[src/rtl/product_acc_if.sv]
// product_acc_if: handshake bundle between the 4x4 multiplier and the
// product accumulator.
//   prod_valid/prod_ready/product/prod_last : product stream into the accumulator
//   res_valid/res_ready/res_data/res_ovf    : group-sum result stream out of it
// master = upstream/downstream environment, slave = the accumulator.
interface product_acc_if #(
  parameter int unsigned ACC_W = 12
);
  logic             prod_valid;
  logic             prod_ready;
  logic [7:0]       product;
  logic             prod_last;
  logic             res_valid;
  logic             res_ready;
  logic [ACC_W-1:0] res_data;
  logic             res_ovf;

  modport master (
    output prod_valid, product, prod_last, res_ready,
    input  prod_ready, res_valid, res_data, res_ovf
  );

  modport slave (
    input  prod_valid, product, prod_last, res_ready,
    output prod_ready, res_valid, res_data, res_ovf
  );
endinterface

[src/rtl/product_accumulator.sv]
// product_accumulator: sums groups of up to LEN unsigned 8-bit products
// (one per cycle) and presents each group sum with an overflow flag.
// Ports:
//   clk  - sole clock, rising edge
//   rst  - synchronous active-high reset
//   bus  - product_acc_if.slave (product stream in, result stream out)
// Build option: define PRODUCT_ACC_SATURATE_EN to clamp the accumulator at
// 2^ACC_W-1 on overflow; otherwise the accumulator wraps modulo 2^ACC_W.
// Overflow is flagged on res_ovf in both builds.
module product_accumulator #(
  parameter int unsigned LEN   = 4,
  parameter int unsigned ACC_W = 12
) (
  input  logic        clk,
  input  logic        rst,
  product_acc_if.slave bus
);

  localparam int unsigned CNT_W = $clog2(LEN + 1);
  localparam int unsigned SUM_W = ACC_W + 1;
`ifdef PRODUCT_ACC_SATURATE_EN
  localparam logic [ACC_W-1:0] ACC_MAX = '1;
`endif

  typedef enum logic {
    ST_ACC  = 1'b0,
    ST_DONE = 1'b1
  } state_t;

  state_t           r_state, w_state_nxt;
  logic [ACC_W-1:0] r_acc, w_acc_nxt;
  logic [CNT_W-1:0] r_cnt, w_cnt_nxt;
  logic             r_ovf, w_ovf_nxt;
  logic             r_prod_ready, w_prod_ready_nxt;
  logic             r_res_valid, w_res_valid_nxt;
  logic [ACC_W-1:0] r_res_data, w_res_data_nxt;
  logic             r_res_ovf, w_res_ovf_nxt;

  logic             w_accept;
  logic             w_end;
  logic [ACC_W-1:0] w_base;
  logic [SUM_W-1:0] w_sum;
  logic             w_step_ovf;
  logic [ACC_W-1:0] w_acc_new;

  // Datapath: one extra sum bit exposes the carry out of the accumulator.
  always_comb begin
    w_accept   = bus.prod_valid && (r_state == ST_ACC);
    w_base     = (r_cnt == '0) ? '0 : r_acc;
    w_sum      = SUM_W'(w_base) + SUM_W'(bus.product);
    w_step_ovf = w_sum[ACC_W];
`ifdef PRODUCT_ACC_SATURATE_EN
    // Once clamped, any later add carries out again, so the clamp holds.
    w_acc_new  = w_step_ovf ? ACC_MAX : w_sum[ACC_W-1:0];
`else
    w_acc_new  = w_sum[ACC_W-1:0];
`endif
    // A last flag on the LEN-th product is a single end event.
    w_end      = w_accept && (bus.prod_last || (r_cnt == CNT_W'(LEN - 1)));
  end

  // Next-state and next-output logic.
  always_comb begin
    w_state_nxt     = r_state;
    w_acc_nxt       = r_acc;
    w_cnt_nxt       = r_cnt;
    w_ovf_nxt       = r_ovf;
    w_res_valid_nxt = r_res_valid;
    w_res_data_nxt  = r_res_data;
    w_res_ovf_nxt   = r_res_ovf;

    case (r_state)
      ST_ACC: begin
        if (w_accept) begin
          w_acc_nxt = w_acc_new;
          w_ovf_nxt = r_ovf | w_step_ovf;
          w_cnt_nxt = r_cnt + CNT_W'(1);
          if (w_end) begin
            w_res_data_nxt  = w_acc_new;
            w_res_ovf_nxt   = r_ovf | w_step_ovf;
            w_res_valid_nxt = 1'b1;
            w_cnt_nxt       = '0;
            w_ovf_nxt       = 1'b0;
            w_state_nxt     = ST_DONE;
          end
        end
      end
      ST_DONE: begin
        if (bus.res_ready) begin
          w_res_valid_nxt = 1'b0;
          w_state_nxt     = ST_ACC;
        end
      end
      default: w_state_nxt = ST_ACC;
    endcase

    // prod_ready is registered from the next state, so it never depends
    // combinationally on res_ready.
    w_prod_ready_nxt = (w_state_nxt == ST_ACC);
  end

  // State and output registers.
  always_ff @(posedge clk) begin
    if (rst) begin
      r_state      <= ST_ACC;
      r_acc        <= '0;
      r_cnt        <= '0;
      r_ovf        <= 1'b0;
      r_prod_ready <= 1'b1;
      r_res_valid  <= 1'b0;
      r_res_data   <= '0;
      r_res_ovf    <= 1'b0;
    end else begin
      r_state      <= w_state_nxt;
      r_acc        <= w_acc_nxt;
      r_cnt        <= w_cnt_nxt;
      r_ovf        <= w_ovf_nxt;
      r_prod_ready <= w_prod_ready_nxt;
      r_res_valid  <= w_res_valid_nxt;
      r_res_data   <= w_res_data_nxt;
      r_res_ovf    <= w_res_ovf_nxt;
    end
  end

  assign bus.prod_ready = r_prod_ready;
  assign bus.res_valid  = r_res_valid;
  assign bus.res_data   = r_res_data;
  assign bus.res_ovf    = r_res_ovf;

endmodule

[src/flat_wrapper.sv]
// flat-port wrapper written by rule: the top's interface ports become plain ports
module product_accumulator_flat 
#(
  parameter int unsigned LEN   = 4,
  parameter int unsigned ACC_W = 12
)
  (clk, rst, bus_prod_valid, bus_product, bus_prod_last, bus_res_ready, bus_prod_ready, bus_res_valid, bus_res_data, bus_res_ovf);
  product_acc_if #(.ACC_W(ACC_W)) bus_i ();
  input  logic clk;
  input  logic rst;
  input wire logic [$bits(bus_i.prod_valid)-1:0] bus_prod_valid;
  input wire logic [$bits(bus_i.product)-1:0] bus_product;
  input wire logic [$bits(bus_i.prod_last)-1:0] bus_prod_last;
  input wire logic [$bits(bus_i.res_ready)-1:0] bus_res_ready;
  output wire logic [$bits(bus_i.prod_ready)-1:0] bus_prod_ready;
  output wire logic [$bits(bus_i.res_valid)-1:0] bus_res_valid;
  output wire logic [$bits(bus_i.res_data)-1:0] bus_res_data;
  output wire logic [$bits(bus_i.res_ovf)-1:0] bus_res_ovf;
  assign bus_i.prod_valid = bus_prod_valid;
  assign bus_i.product = bus_product;
  assign bus_i.prod_last = bus_prod_last;
  assign bus_i.res_ready = bus_res_ready;
  assign bus_prod_ready = bus_i.prod_ready;
  assign bus_res_valid = bus_i.res_valid;
  assign bus_res_data = bus_i.res_data;
  assign bus_res_ovf = bus_i.res_ovf;
  product_accumulator #(.LEN(LEN), .ACC_W(ACC_W)) u_core (.clk(clk), .rst(rst), .bus(bus_i));
endmodule
[config.mk]
export PLATFORM = sky130hd
export DESIGN_NAME = product_accumulator_flat
export DESIGN_NICKNAME = d
export VERILOG_FILES = /design/src/rtl/product_acc_if.sv /design/src/rtl/product_accumulator.sv /design/src/flat_wrapper.sv
export SDC_FILE = /design/constraint.sdc
export NUM_CORES = 1
export LEC_CHECK = 0
export BUFFER_PORTS_ARGS = -buffer_cell sky130_fd_sc_hd__buf_2
export CAP_MARGIN = 20
export CORE_MARGIN = 10
export CORE_UTILIZATION = 61
export CTS_BUF_LIST = sky130_fd_sc_hd__clkbuf_4 sky130_fd_sc_hd__clkbuf_8 sky130_fd_sc_hd__clkbuf_16
export DETAILED_ROUTE_END_ITERATION = 8
export HOLD_SLACK_MARGIN = 0.1
export PLACE_DENSITY_LB_ADDON = 0.3
export SYNTH_ARGS = -nofsm -noshare
export SYNTH_HDL_FRONTEND = slang
export SYNTH_SLANG_ARGS = --single-unit
export TNS_END_PERCENT = 5
[constraint.sdc]
create_clock -name clk -period 4.5 [get_ports clk]
set_clock_uncertainty 0.05 [all_clocks]
set_input_delay 0.675 -clock clk [delete_from_list [all_inputs] [get_ports clk]]
set_output_delay 0.675 -clock clk [all_outputs]
set_load 0.005 [all_outputs]
==> flow_metrics.py, run 1 <==
metrics = {
    "outcome": {
        "outcome": "finished, final reports clean",
    },
    "global_routing": {
        "grt_pass1_vias": 1689,
        "grt_max_degree": 42,
        "grt-ovfl-total": 0,
        "track_usage": 0.153,
        "grt_pass1_wl_mm": 7.59,
        "antenna_found_initial": 0,
    },
    "floorplanning": {
        "die_w_um": 75.9,
        "initial_core_util": 0.631,
        "rows": 20,
        "pin_count": 28,
        "dieHeight_um": 75.9,
        "core_mm2": 0.00303,
        "die-area_mm2": 0.00577,
    },
    "clocking": {
        "path_clk_slew_ns": 0.11,
        "clock_sinks": 32,
        "postCtsSetupRepairBufs": 0,
        "clockRootBuffer": "clkbuf_4",
        "cts_buffers": 5,
        "worstSkewPairLatency_ns": 0.34,
        "cts_resized": 0,
        "h-tree-depth": 2,
        "cts_buffer_depth": 2,
        "cts_tree": "built",
        "hold_buffers": 0,
    },
    "setup_path": {
        "critical_path.cell_chain": "inv_1 > ha_1 > nand2b_1 > and2_1 > ha_1 > fa_1 > a21o_1 > a21o_2 > a21boi_1 > nor3_1 > a311o_1",
        "critPathMaxStageDelay_ns": 0.42,
        "worstSetupStartpointType": "flop",
        "slowest_stage": "fa_1",
        "path_max_fanout": 15,
        "path_common_cell": "ha_1",
        "crit_path_end_kind": "flop",
        "r2r_cells": 11,
        "cp.required_ns": 4.69,
        "critPathKind": "reg -> reg",
        "cp.arrival_ns": 3.22,
    },
    "logic_synthesis": {
        "ys_seq_elements": 32,
        "async_reset_ff_frac": 0,
        "syn_nets": 254,
        "synth.largest_area_cell": "dfxtp_1",
        "synth_cell_types": 52,
        "synth_edf_count": 0,
        "syn_area_mm2": 0.00191,
        "synth-main-ff-cell": "dfxtp_1",
        "yosysWarnings": 0,
        "synth_cells": 229,
        "ys_top_cells_by_area": "dfxtp_1, ha_1, nand2_1",
        "ys_seq_area_frac": 0.336,
        "syn_area_per_cell_um2": 8.34,
        "synth.top_cell.area_share": 0.336,
    },
    "routing": {
        "vias": 1734,
        "vias_per_cell": 5.88,
        "ant_nets": 0,
        "met3_length_um": 259,
        "wl_per_cell_um": 14.9,
        "drt_drc_violations_left": 0,
        "drtIter0Drc": 113,
        "wl_met2_mm": 2.20,
        "first_pass_iters": 4,
        "routed_wl_mm": 4.41,
        "drt-met1-wl_mm": 1.86,
        "highest_layer": "met4",
    },
    "hold_path": {
        "hp-class": "reg -> reg",
        "hold_path_depth": 2,
    },
    "placement": {
        "dp_hpwl_mm": 3.19,
        "port_buffers": 27,
        "place_congestion": 0.892,
    },
    "timing": {
        "hold_viol_final": 0,
        "tns_ns": 0,
        "period_share": 0.675,
        "setup_viol": 0,
        "worst_pin_slew_ns": 0.948,
        "worst_slew_margin_rel": 0.366,
        "slew_violations": 0,
        "layout_min_cycle_time_ns": 3.04,
        "timing.fmax_ghz": 0.329,
        "grt_setup_unrepaired": "no",
    },
    "pwr": {
        "totalPowerFinal_w": 0.000580,
        "power.density_mw_per_mm2": 275,
        "peakVddDrop_uv": 204,
        "power.leakage_nw": 0.837,
    },
    "run": {
        "maxCapViolCount": 0,
    },
    "cells_and_area": {
        "drive_gt1_frac": 0.215,
        "final_nets": 275,
        "area_delta_synth_final_pct": 10.4,
        "fillers": 275,
        "diodes": 0,
    },
}
==> power breakdown <==
group          internal, W  leakage [nW]  switching [W]
Sequential        0.000296         0.261     0.00000639
Clock            0.0000824        0.0349       0.000102
Combinational    0.0000346         0.541      0.0000581
==> critical path: cells and delay by family (launching register included) <==
kind | cells | cell delay [ns]
adders and majority gates | 3 | 0.80
AOI/OAI and AO/OA | 4 | 1.02
buffers and inverters | 1 | 0.08
DFF | 1 | 0.34
and+or+nand+nor | 3 | 0.66
==> logic make-up after synthesis <==
| logic type | after synthesis | synth area share |
|---|---|---|
| buf+inv | 20 | 0.0459 |
| fa+ha+maj | 12 | 0.0826 |
| xor+xnor | 5 | 0.0229 |
| flops | 32 | 0.336 |
| compound gates | 65 | 0.256 |
| mux | 1 | 0.00524 |
| simple gates | 94 | 0.252 |
==> routing by layer <==
| metal | global-route usage | vias up |
|---|---|---|
| met5 | 0 | - |
| met4 | 0.0473 | 0 |
| met3 | 0.0460 | 9 |
| met2 | 0.264 | 40 |
| met1 | 0.175 | 817 |
| li1 | - | 868 |
==> flip-flops by register name, indices dropped and copies added, names as in the netlist <==
register / flops
u_core.r_cnt: 3
u_core.r_ovf: 1
u_core.bus.prod_ready: 1
u_core.bus.res_data: 12
u_core.bus.res_ovf: 1
u_core.bus.res_valid: 1
u_core.r_acc: 12
u_core.r_state: 1
==> Yosys cell counts (all sizes together), types with 6 or more instances <==
master	number
ha	11
nand3b	7
o21ai	10
nor2	15
a211oi	7
nand2	33
inv	6
and2	8
clkbuf	10
dfxtp	32
a21oi	19
==> layout make-up <==
type / count / area (um2) / share of cell area
well taps: 44 / 55.1 / 0.0261
multi-input cells: 177 / 1180 / 0.560
flip-flops and latches: 32 / 641 / 0.304
inverters: 6 / 22.5 / 0.0107
clock buffers: 7 / 58.8 / 0.0279
repair buffers: 28 / 143 / 0.0677
clock inverters: 1 / 7.51 / 0.00356
==> final timing paths <==
check	start	end	slack [ns]
min reg2reg	u_core.bus.res_data[1]$_SDFFE_PP0P_	u_core.bus.res_data[1]$_SDFFE_PP0P_	0.41
max	u_core.r_cnt[0]$_SDFFE_PP0P_	u_core.bus.res_data[6]$_SDFFE_PP0P_	1.46
min	u_core.bus.res_data[1]$_SDFFE_PP0P_	u_core.bus.res_data[1]$_SDFFE_PP0P_	0.41
max reg2reg	u_core.r_cnt[0]$_SDFFE_PP0P_	u_core.bus.res_data[6]$_SDFFE_PP0P_	1.46
==> cells in the final DEF, fill, tap and decap left out, types with 2 or more instances in the layout <==
master / Yosys / final
a211oi_1: 3 / 3
a211oi_2: 4 / 4
a21o_2: 2 / 2
a21oi_1: 19 / 19
a22oi_1: 2 / 2
a311o_1: 2 / 2
a31oi_1: 2 / 2
and2_1: 8 / 8
buf_2: 0 / 27
clkbuf_4: 0 / 6
dfxtp_1: 32 / 32
ha_1: 11 / 11
inv_1: 6 / 6
nand2_1: 33 / 33
nand2b_1: 4 / 4
nand3_1: 4 / 4
nand3b_1: 7 / 7
nand4_1: 2 / 2
nor2_1: 13 / 13
nor2_2: 2 / 2
nor2b_1: 4 / 4
nor3_1: 4 / 4
nor3b_1: 3 / 3
nor4_1: 4 / 4
o211ai_1: 4 / 4
o21ai_0: 7 / 7
o21ai_2: 2 / 2
o21bai_1: 3 / 3
o311ai_0: 3 / 3
or3_1: 2 / 2
xnor2_1: 4 / 4
==> through the flow <==
stage          setup WS (ns)  hold slack [ns]   util  instances  instance area, um2
2_1_floorplan           1.77            0.377      -        229                1910
5_1_grt                 1.26            0.437  0.696        295                2110
6_report                1.46            0.408  0.696        295                2110
3_3_place_gp            1.62            0.390  0.674        287                2040
4_1_cts                 1.47            0.414  0.696        295                2110
3_5_place_dp            1.50            0.399  0.674        287                2040
(Power assumes the default switching activity.)
==> run 2: changes to the inputs <==
--- a/config.mk
+++ b/config.mk
@@ -5,10 +5,11 @@
 export SDC_FILE = /design/constraint.sdc
 export NUM_CORES = 1
 export LEC_CHECK = 0
+export ABC_AREA = 1
 export BUFFER_PORTS_ARGS = -buffer_cell sky130_fd_sc_hd__buf_2
 export CAP_MARGIN = 20
 export CORE_MARGIN = 10
-export CORE_UTILIZATION = 61
+export CORE_UTILIZATION = 56
 export CTS_BUF_LIST = sky130_fd_sc_hd__clkbuf_4 sky130_fd_sc_hd__clkbuf_8 sky130_fd_sc_hd__clkbuf_16
 export DETAILED_ROUTE_END_ITERATION = 8
 export HOLD_SLACK_MARGIN = 0.1
==> constraint.sdc (replaced) <==
create_clock -name clk -period 2.9 [get_ports clk]
set_clock_uncertainty 0.05 [all_clocks]
set_input_delay 0.435 -clock clk [delete_from_list [all_inputs] [get_ports clk]]
set_output_delay 0.435 -clock clk [all_outputs]
set_load 0.005 [all_outputs]
==> flow_metrics.py, run 2 <==
metrics = {
    "floorplanning": {
        "rows": 20,
        "die-area_mm2": 0.00584,
        "die_w_um": 76.4,
        "initial_core_util": 0.584,
        "pin_count": 28,
        "core_mm2": 0.00305,
        "dieHeight_um": 76.4,
    },
    "placement": {
        "dp_hpwl_mm": 3.16,
        "place_congestion": 0.914,
        "dp_cells": 332,
        "port_buffers": 27,
    },
    "hold_path": {
        "hold_path_depth": 4,
        "hp-class": "in -> reg",
    },
    "logic_synthesis": {
        "synth.largest_area_cell": "dfxtp_1",
        "synth-main-ff-cell": "dfxtp_1",
        "synth_edf_count": 0,
        "ys_seq_elements": 32,
        "synth_cells": 267,
        "ys_top_cells_by_area": "dfxtp_1, nand2_1, inv_1",
        "synth.top_cell.area_share": 0.359,
        "synthMostInstantiatedCell": "nand2_1",
        "ys_seq_area_frac": 0.359,
        "yosysWarnings": 0,
        "async_reset_ff_frac": 0,
        "synth_cell_types": 25,
        "synth_commonest_cells": "nand2_1, inv_1, nor2_1",
        "syn_area_mm2": 0.00178,
        "syn_nets": 292,
        "syn_area_per_cell_um2": 6.68,
    },
    "timing": {
        "worst_pin_slew_ns": 0.456,
        "tns_ns": 0,
        "slew_violations": 0,
        "period_share": 0.875,
        "grt_setup_unrepaired": "no",
        "timing.fmax_ghz": 0.394,
        "worst_slew_margin_rel": 0.695,
        "layout_min_cycle_time_ns": 2.54,
        "hold_viol_final": 0,
        "setup_viol": 0,
    },
    "run": {
        "maxCapViolCount": 0,
    },
    "setup_path": {
        "path_max_fanout": 9,
        "crit_path_end_kind": "flop",
        "worstSetupStartpointType": "flop",
        "r2r_cells": 15,
        "critPathKind": "reg -> reg",
        "cp.arrival_ns": 2.73,
        "cp.required_ns": 3.09,
    },
    "global_routing": {
        "grt_max_degree": 19,
        "grt_pass1_wl_mm": 7.09,
        "antenna_found_initial": 0,
        "grt-ovfl-total": 0,
        "track_usage": 0.144,
        "grt_pass1_vias": 1629,
    },
    "cells_and_area": {
        "drive_gt1_frac": 0.132,
        "area_delta_synth_final_pct": 12.6,
        "diodes": 0,
        "fillers": 301,
        "final_nets": 320,
        "final_cell_mix": "nand2_1, inv_1, nor2_1",
        "layout_commonest_cell": "nand2_1",
        "fin_cells": 340,
    },
    "clocking": {
        "clockRootBuffer": "clkbuf_4",
        "path_clk_slew_ns": 0.09,
        "cts_tree": "built",
        "worstSkewPairLatency_ns": 0.35,
        "hold_buffers": 0,
        "h-tree-depth": 2,
        "postCtsSetupRepairBufs": 0,
        "cts_buffers": 5,
        "cts_buffer_depth": 2,
        "clock_sinks": 32,
        "cts_resized": 0,
    },
    "routing": {
        "highest_layer": "met4",
        "first_pass_iters": 4,
        "drt_drc_violations_left": 0,
        "vias": 1692,
        "vias_per_cell": 4.98,
        "met3_length_um": 226,
        "drt-met1-wl_mm": 1.92,
        "drtIter0Drc": 123,
        "ant_nets": 0,
        "wl_per_cell_um": 12.1,
        "wl_met2_mm": 1.89,
        "routed_wl_mm": 4.11,
    },
    "outcome": {
        "outcome": "finished, final reports clean",
    },
    "pwr": {
        "peakVddDrop_uv": 413,
        "power.leakage_nw": 1.10,
        "power.density_mw_per_mm2": 469,
    },
}
==> run 2: power breakdown <==
group / switching [W] / internal, W
clock: 0.000152 / 0.000138
sequential: 0.0000142 / 0.000470
combinational: 0.000107 / 0.0000608
==> run 2: worst paths after layout <==
| path | end | from | slack (ns) |
|---|---|---|---|
| worst max register to register | u_core.r_acc[8]$_SDFFE_PP0P_ | u_core.r_cnt[0]$_SDFFE_PP0P_ | 0.36 |
| worst max-delay path | u_core.r_acc[8]$_SDFFE_PP0P_ | u_core.r_cnt[0]$_SDFFE_PP0P_ | 0.36 |
| worst min register to register | u_core.bus.res_data[11]$_SDFFE_PP0P_ | u_core.bus.res_data[11]$_SDFFE_PP0P_ | 0.41 |
| worst min-delay path | u_core.r_state$_SDFF_PP0_ | bus_res_ready | 0.32 |
==> run 2: metrics by stage <==
step / worst slack (ns) / hold slack (ns) / power, W / area, um2 / util
floorplan: 0.716 / 0.379 / 0.000609 / 1780 / -
global placement: 0.487 / 0.391 / 0.000656 / 1940 / 0.636
detailed placement: 0.434 / 0.393 / 0.000660 / 1940 / 0.636
CTS: 0.392 / 0.325 / 0.000941 / 2010 / 0.657
global route: 0.0812 / 0.354 / 0.000988 / 2010 / 0.657
finish: 0.361 / 0.325 / 0.000941 / 2010 / 0.657
==> run 2: cell type report <==
class	count	area [um2]	share of cell area
Tap cell	44	55.1	0.0274
Inverter	50	188	0.0935
Multi-Input combinational cell	178	915	0.456
Sequential cell	32	641	0.319
Timing Repair Buffer	28	143	0.0711
Clock buffer	8	66.3	0.0330
==> run 2: worst max-delay path, stage by stage (launching register included) <==
cell,delay (ns)
dfxtp_1,0.34
inv_1,0.07
ha_1,0.20
nand2_2,0.12
clkinv_1,0.25
nor2_1,0.17
ha_1,0.22
fa_1,0.23
nand2_1,0.06
nand3_1,0.11
nand3_1,0.09
nand2_1,0.14
xor2_1,0.22
nand2_1,0.08
nand2_1,0.07
inv_1,0.03
==> run 2: logic make-up after synthesis <==
family,after synthesis,synth area share
AND/OR/NAND/NOR,120,0.277
buffers and inverters,57,0.128
AO/OA/AOI/OAI,42,0.128
flip-flops,32,0.359
adder cells (fa/ha/maj),12,0.0884
XOR/XNOR,4,0.0197
==> run 2: routing by layer <==
layer  GRT usage  vias to the layer above
li1            -                      890
met1       0.173                      752
met2       0.230                       43
met3      0.0460                        7
met4      0.0558                        0
met5           0                        -
